### src/rtl/ac_pkg.sv
// Shared definitions for the air-conditioning sequencer: state encoding and
// default thresholds, also imported by the bench and the display block.
package ac_pkg;

  typedef enum logic [1:0] {
    IDLE = 2'd0,
    HEAT = 2'd1,
    COOL = 2'd2,
    REST = 2'd3
  } ac_state_e;

  localparam int DEF_LOW_T   = 18;
  localparam int DEF_HIGH_T  = 22;
  localparam int DEF_MIN_ON  = 8;
  localparam int DEF_MIN_OFF = 4;

  // Hysteresis release point, truncated midpoint of the two thresholds.
  function automatic int mid_temp(input int low_t, input int high_t);
    return (low_t + high_t) / 2;
  endfunction

endpackage

### src/rtl/dwell_timer.sv
// Saturating dwell counter: cleared on request, otherwise counts up each
// cycle and holds at all-ones.
module dwell_timer #(
  parameter int CNT_W = 8
) (
  input  logic             clk,
  input  logic             rst,
  input  logic             clear,
  output logic [CNT_W-1:0] count
);

  logic [CNT_W-1:0] count_q;
  logic [CNT_W-1:0] count_d;

  always_comb begin
    // NOTE: default assigned first so every path drives count_d and no latch is inferred.
    count_d = count_q;
    if (clear) begin
      count_d = '0;
    end else if (count_q != '1) begin
      count_d = count_q + CNT_W'(1);
    end
  end

  always_ff @(posedge clk) begin
    // NOTE: non-blocking assignment for state so all flops update from pre-edge values.
    if (rst) begin
      count_q <= '0;
    end else begin
      count_q <= count_d;
    end
  end

  assign count = count_q;

endmodule

### src/rtl/ac_sequencer.sv
// Heater/cooler sequencer: hysteresis, minimum run time and an exact rest gap
// between active periods, so the plant never short-cycles or reverses directly.
module ac_sequencer
  import ac_pkg::*;
#(
  parameter int LOW_T   = DEF_LOW_T,
  parameter int HIGH_T  = DEF_HIGH_T,
  parameter int MIN_ON  = DEF_MIN_ON,
  parameter int MIN_OFF = DEF_MIN_OFF,
  parameter int CNT_W   = 8
) (
  input  logic       clk,
  input  logic       rst,
  input  logic [4:0] temp,
  input  logic       enable,
  output logic       heating,
  output logic       cooling,
  output logic [1:0] state
);

  localparam int MID = mid_temp(LOW_T, HIGH_T);

  localparam logic [4:0]       LOW_V    = 5'(LOW_T);
  localparam logic [4:0]       HIGH_V   = 5'(HIGH_T);
  localparam logic [4:0]       MID_V    = 5'(MID);
  localparam logic [CNT_W-1:0] ON_LAST  = CNT_W'(MIN_ON - 1);
  localparam logic [CNT_W-1:0] OFF_LAST = CNT_W'(MIN_OFF - 1);

  if (LOW_T + 2 > HIGH_T) begin : g_bad_thresholds
    $error("ac_sequencer: LOW_T + 2 must not exceed HIGH_T");
  end
  if (MIN_ON < 1 || MIN_OFF < 1) begin : g_bad_dwell
    $error("ac_sequencer: MIN_ON and MIN_OFF must be at least 1");
  end
  if ((MIN_ON - 1) >= (2 ** CNT_W) || (MIN_OFF - 1) >= (2 ** CNT_W)) begin : g_bad_cnt_w
    $error("ac_sequencer: CNT_W too narrow for MIN_ON/MIN_OFF");
  end

  ac_state_e        state_q;
  ac_state_e        state_d;
  logic             heating_q;
  logic             heating_d;
  logic             cooling_q;
  logic             cooling_d;
  logic [CNT_W-1:0] cnt;
  logic             want_heat;
  logic             want_cool;
  logic             on_done;
  logic             off_done;

  assign want_heat = enable && (temp < LOW_V);
  assign want_cool = enable && (temp > HIGH_V);
  assign on_done   = (cnt >= ON_LAST);
  assign off_done  = (cnt == OFF_LAST);

  always_comb begin
    state_d = state_q;
    unique case (state_q)
      IDLE: begin
        if (want_heat)      state_d = HEAT;
        else if (want_cool) state_d = COOL;
      end
      HEAT: begin
        if (!enable)                      state_d = REST;
        else if (on_done && temp >= MID_V) state_d = REST;
      end
      COOL: begin
        if (!enable)                      state_d = REST;
        else if (on_done && temp <= MID_V) state_d = REST;
      end
      REST: begin
        // The rest gap always completes; demand is only re-evaluated on expiry.
        if (off_done) begin
          if (want_heat)      state_d = HEAT;
          else if (want_cool) state_d = COOL;
          else                state_d = IDLE;
        end
      end
      default: state_d = IDLE;
    endcase
    heating_d = (state_d == HEAT);
    cooling_d = (state_d == COOL);
  end

  always_ff @(posedge clk) begin
    if (rst) begin
      state_q   <= IDLE;
      heating_q <= 1'b0;
      cooling_q <= 1'b0;
    end else begin
      state_q   <= state_d;
      heating_q <= heating_d;
      cooling_q <= cooling_d;
    end
  end

  dwell_timer #(
    .CNT_W (CNT_W)
  ) u_dwell (
    .clk   (clk),
    .rst   (rst),
    .clear (state_d != state_q),
    .count (cnt)
  );

  assign heating = heating_q;
  assign cooling = cooling_q;
  assign state   = state_q;

endmodule

### config.mk
export PLATFORM = sky130hd
export DESIGN_NAME = ac_sequencer
export DESIGN_NICKNAME = d
export VERILOG_FILES = /design/src/rtl/ac_pkg.sv /design/src/rtl/dwell_timer.sv /design/src/rtl/ac_sequencer.sv
export SDC_FILE = /design/constraint.sdc
export NUM_CORES = 1
export LEC_CHECK = 0
export ABC_AREA = 1
export CORE_MARGIN = 1.5
export CORE_UTILIZATION = 55
export DETAILED_ROUTE_END_ITERATION = 7
export GPL_TIMING_DRIVEN = 0
export PLACE_DENSITY = 0.83
export SLEW_MARGIN = 20
export SYNTH_ARGS = -nofsm -noshare
export SYNTH_HDL_FRONTEND = slang
export SYNTH_SLANG_ARGS = --single-unit
### constraint.sdc
create_clock -name clk -period 2.9 [get_ports clk]
set_clock_uncertainty 0.1 [all_clocks]
set_input_delay 0.58 -clock clk [delete_from_list [all_inputs] [get_ports clk]]
set_output_delay 0.58 -clock clk [all_outputs]
set_load 0.03 [all_outputs]
# == Yosys cells after proc, flatten, opt, wreduce, memory -nomap -nowiden ==
# Cells that the tools add are included.
# totals
regBits,12
inputBits,8
output_inout_bits,4
# classes
addsub,1
n_lt_le_gt_ge,5
eq_ne,8
muxes,10
reduce_logical,6
# ops
cell,n
$mux 2,9
$add 8x1->8 const B,1
$eq 8x2->1 const B,1
$ge 8x3->1 const B,1
$ne 8x8->1 const B,1
$pmux 2 s4,1
$eq 2x2->1 const B,3
$ge 5x5->1 const B,1
$gt 5x5->1 const B,1
$le 5x5->1 const B,1
$lt 5x5->1 const B,1
$eq 2x1->1 const B,2
$logic_and 1x1->1,4
$logic_not 2->1,1
$ne 2x2->1,1
$reduce_or 2->1,1

# == Longest topological paths before layout ==
# logic_depth
depth_word,8
depth_mapped,12
mapped_depth_nobuf,12

# == Cells and area by module ==
# A second synthesis with hierarchy kept.
# hier_totals
cells_unflattened,124
area_unflattened_um2,748.2
# modules_own_cells
mod,instances,cells_each,area_per_inst_um2,seq_area_each_um2
dwell_timer,1,65,427.9,160.2
ac_sequencer,1,59,320.3,80.1

# == Worst setup path after synthesis ==
# No wires, ideal clock.
# synth_path
path_kind,reg2reg
startpoint,reg u_dwell.count_q[0] (netlist: u_dwell.count[0])
endpoint,reg u_dwell.count_q[1] (netlist: u_dwell.count[1])
setup_time_ns,0.114
t_arrival_ns,1.349
required_time_ns,2.686
path_slack_ns,1.337
path_stages_with_launch,9
path_cell_list,dfxtp_1 ha_1 nand2_1 inv_1 nand3_2 nor2_4 mux2_2 inv_1 nor2_1
# synth_between
elab_chain_cells,7
elab_cells_between_ends,14
classes_between,1 x add/sub; 1 x order compare; 3 x eq/ne; 6 x mux; 3 x reduce/logical
# synth_rtl
item,line_no,source
"start, declared",dwell_timer.sv:12,logic [CNT_W-1:0] count_q;
"start signal, assigned",dwell_timer.sv:30,count_q <= count_d;
$ge 8x3->1,ac_sequencer.sv:53,assign on_done = (cnt >= ON_LAST);
"$logic_and 1x1->1, on equally long branches","ac_sequencer.sv:69, ac_sequencer.sv:65",
"$mux 2, on equally long branches","ac_sequencer.sv:69, ac_sequencer.sv:65",
"$mux 2, on equally long branches","ac_sequencer.sv:68, ac_sequencer.sv:64",
$pmux 2 s4,ac_sequencer.sv:58,unique case (state_q)
$ne 2x2->1,ac_sequencer.sv:102,".clear (state_d != state_q),"
$reduce_or 2->1 (no line),n/a,
# Parallel ways exist; a longest one is shown, timed or not.
# A chain may end at the register's enable or synchronous reset.

# == Worst setup path in the final report ==
# layout_path
startpoint,reg state_q[0] (netlist: state[0])
endpoint,out state[0]
# layout_rtl
item,line_no,source
"start, declared",ac_sequencer.sv:39,ac_state_e state_q;
"start signal, assigned",ac_sequencer.sv:91,state_q <= state_d;
"end, declared",ac_sequencer.sv:18,output logic [1:0] state
# No word-level cell between the ends.

==> results.yml <==
setup_path:
  slowest_delay_ns: 0.72
  slowest_stage: "clkdlybuf4s50_1"
  path_cells: "clkdlybuf4s50_1"
  setup.worst_path.class: "reg -> out"
  cp.required_ns: 2.22
  cp-start-kind: "flip-flop"
  critPathArrivalTime_ns: 1.45
  path_buf_inv: 1
  setup.worst_path.end_class: "output port"
  cp_top_family: "buffers and inverters"
  cp_max_fo: 8
detailed_routing:
  drt-vias-per-instance: 5.10
  drtIter0Drc: 11
  wl_per_cell_um: 10.2
  num_vias: 734
  antenna_left: 0
  remaining_drc_errors: 0
  wirelength_um: 1470
  dr.pass1.iters: 4
timing:
  hold_viol: 0
  tns_ns: 0
  slew_headroom_pct: 79.6
  fin_crit_sh_pct: 73.3
  setup_viol: 0
  tightest_slew_ns: 0.305
  worst_slack_ns: 0.774
  finalMaxSlewViolations: 0
  fin_crit_ns: 2.13
  rsz0062_at_grt: "false"
  fmax_mhz: 470
placement:
  port_buffers: 11
  placed_cells: 141
  dp_hpwl_um: 1200
  preCtsSetupSlack_ns: 0.665
  placed_area_um2: 881
  gp_congestion: 0.801
cts:
  cts.sinks: 12
  numCtsBuffers: 3
  post_cts_resized: 0
  h-tree-depth: 1
  clk_path_buf_depth: 2
  cts_root_buf: "clkbuf_4"
  clock_latency_ns: 0.27
  cts_setup_buffers: 0
  cts_hold_buf: 0
  cts.reportedPaths.clkPinSlew_ns: 0.06
  cts_tree: "yes"
logic_synthesis:
  synth_xor_area_share_pct: 3.49
  synth.distinct_cells: 21
  synth_compound_area_share_pct: 7.82
  synthAdderAreaFrac_pct: 1.66
  syn_area_um2: 752
  syn-num-nets: 124
  synth_top_family_by_area: "simple AND/OR/NAND/NOR gates"
  yosys_warnings: 0
  synthMuxAreaShare_pct: 1.50
  ys_ff_latch: 12
  synthSimpleGateAreaFrac_pct: 44.6
  synth_top_area_share_pct: 31.9
  netlist_instances: 115
  synth.avg_cell_area_um2: 6.54
  ys_top_cells_by_area: "dfxtp_1 32%, nand2_1 14%, nor2_1 11%"
  yosysTopAreaCell: "dfxtp_1"
  seq_area_frac_synth_pct: 31.9
pwr:
  ir_worst_vdd_mv: 0.252
  power_density_mw_per_mm2: 446
  p_leak_nw: 0.419
layout:
  fillers: 125
  drive_gt1_share_pct: 10.9
  multi_input_area_um2: 444
  antenna_cells: 0
  final_cell_mix: "28 x nand2_1, 22 x nor2_1, 18 x inv_1"
  areaGrowthSynthToFinish_pct: 20.1
  mostFrequentLayoutCell: "nand2_1"
  final_cells: 144
  final_area_um2: 903
  seq_area_um2: 240
  nNetsFinal: 140
global_route:
  grt_antenna_before_repair: 0
  top_usage_layer: "met2"
  grt_max_degree: 9
  grt_overflow: 0
  grtUsageMet1_pct: 25.5
  grtUsageMet2_pct: 44.0
  track_usage_pct: 24.1
  grt_pass1_wl_um: 2540
  grt_pass1_vias: 657
  global_route.usage.met3_pct: 10.0
status:
  status: "finished, final reports clean"
floorplan:
  initial_core_util_pct: 58.5
  die_w_um: 40.0
  fp.coreArea_mm2: 0.00128
  fp.dieH_um: 40.0
  io_pins: 12
  die-area_mm2: 0.00160
  fp-row-count: 13
job:
  maxCapViolations: 0
worst_hold_path:
  hold_path.class: "reg -> reg"
[tightest hold or removal path, delay by kind of cell (launching register included)]
family        cells  cell delay, ns
flops             1            0.36
xor+xnor          1            0.08
simple gates      1            0.09
[through the flow]
step / hold slack (ns) / total power [mW] / utilization, %
finish: 0.461 / 0.403 / 70.3
global route: 0.493 / 0.431 / 70.3
CTS: 0.463 / 0.409 / 70.3
detailed placement: 0.444 / 0.311 / 68.5
global placement: 0.437 / 0.307 / 68.5
floorplan: 0.417 / 0.269 / -
[where the power goes]
part / switching, mW / leakage [nW] / internal (mW) / total [mW]
clock: 0.0493 / 0.0138 / 0.0481 / 0.0974
sequential: 0.0118 / 0.0977 / 0.177 / 0.189
combinational: 0.0683 / 0.308 / 0.0486 / 0.117
total: 0.129 / 0.419 / 0.274 / 0.403
[metal layers]
| metal | share of wire [%] | wire length [um] | vias to the layer above |
|---|---|---|---|
| li1 | - | - | 387 |
| met4 | 1.1 | 16 | 0 |
| met1 | 45 | 667 | 330 |
| met2 | 49 | 717 | 13 |
| met5 | 0 | 0 | - |
| met3 | 4.6 | 68 | 4 |
[area by class of cell]
cell class / instances / share of cell area, %
multi-input cells: 85 / 49.2
flip-flops and latches: 12 / 26.6
repair buffers: 11 / 12.2
inverters: 18 / 7.48
clock buffers: 3 / 2.49
well taps: 15 / 2.08
[cell families (layout without fill, tap and decap cells)]
group,after synthesis,after routing
xor gates and xnor gates,3,3
muxes,1,1
buffers and inverters,18,32
DFF,12,12
adders and majority gates,1,1
AOI/OAI and AO/OA,10,10
and+or+nand+nor,70,70
[Yosys cell counts (all sizes together)]
cell type	count
nand2	29
nor2	27
inv	18
dfxtp	12
nand3	10
a21oi	4
o21ai	4
nand4	2
nor3	2
o21bai	2
xor2	2
ha	1
mux2	1
xnor2	1
[flip-flops by register name, indices dropped and copies added, names as in the netlist]
register and cells:
heating 1, u_dwell.count 8, state 2, cooling 1
[final timing paths]
kind	start	end	slack [ns]	depth (start not counted)
hold reg to reg	u_dwell.count[4]	u_dwell.count[4]	0.46	2
setup reg to reg	u_dwell.count[0]	u_dwell.count[1]	1.18	8
setup / recovery	state[0]	state[0]	0.77	1
hold / removal	u_dwell.count[4]	u_dwell.count[4]	0.46	2
(Power assumes the default switching activity.)
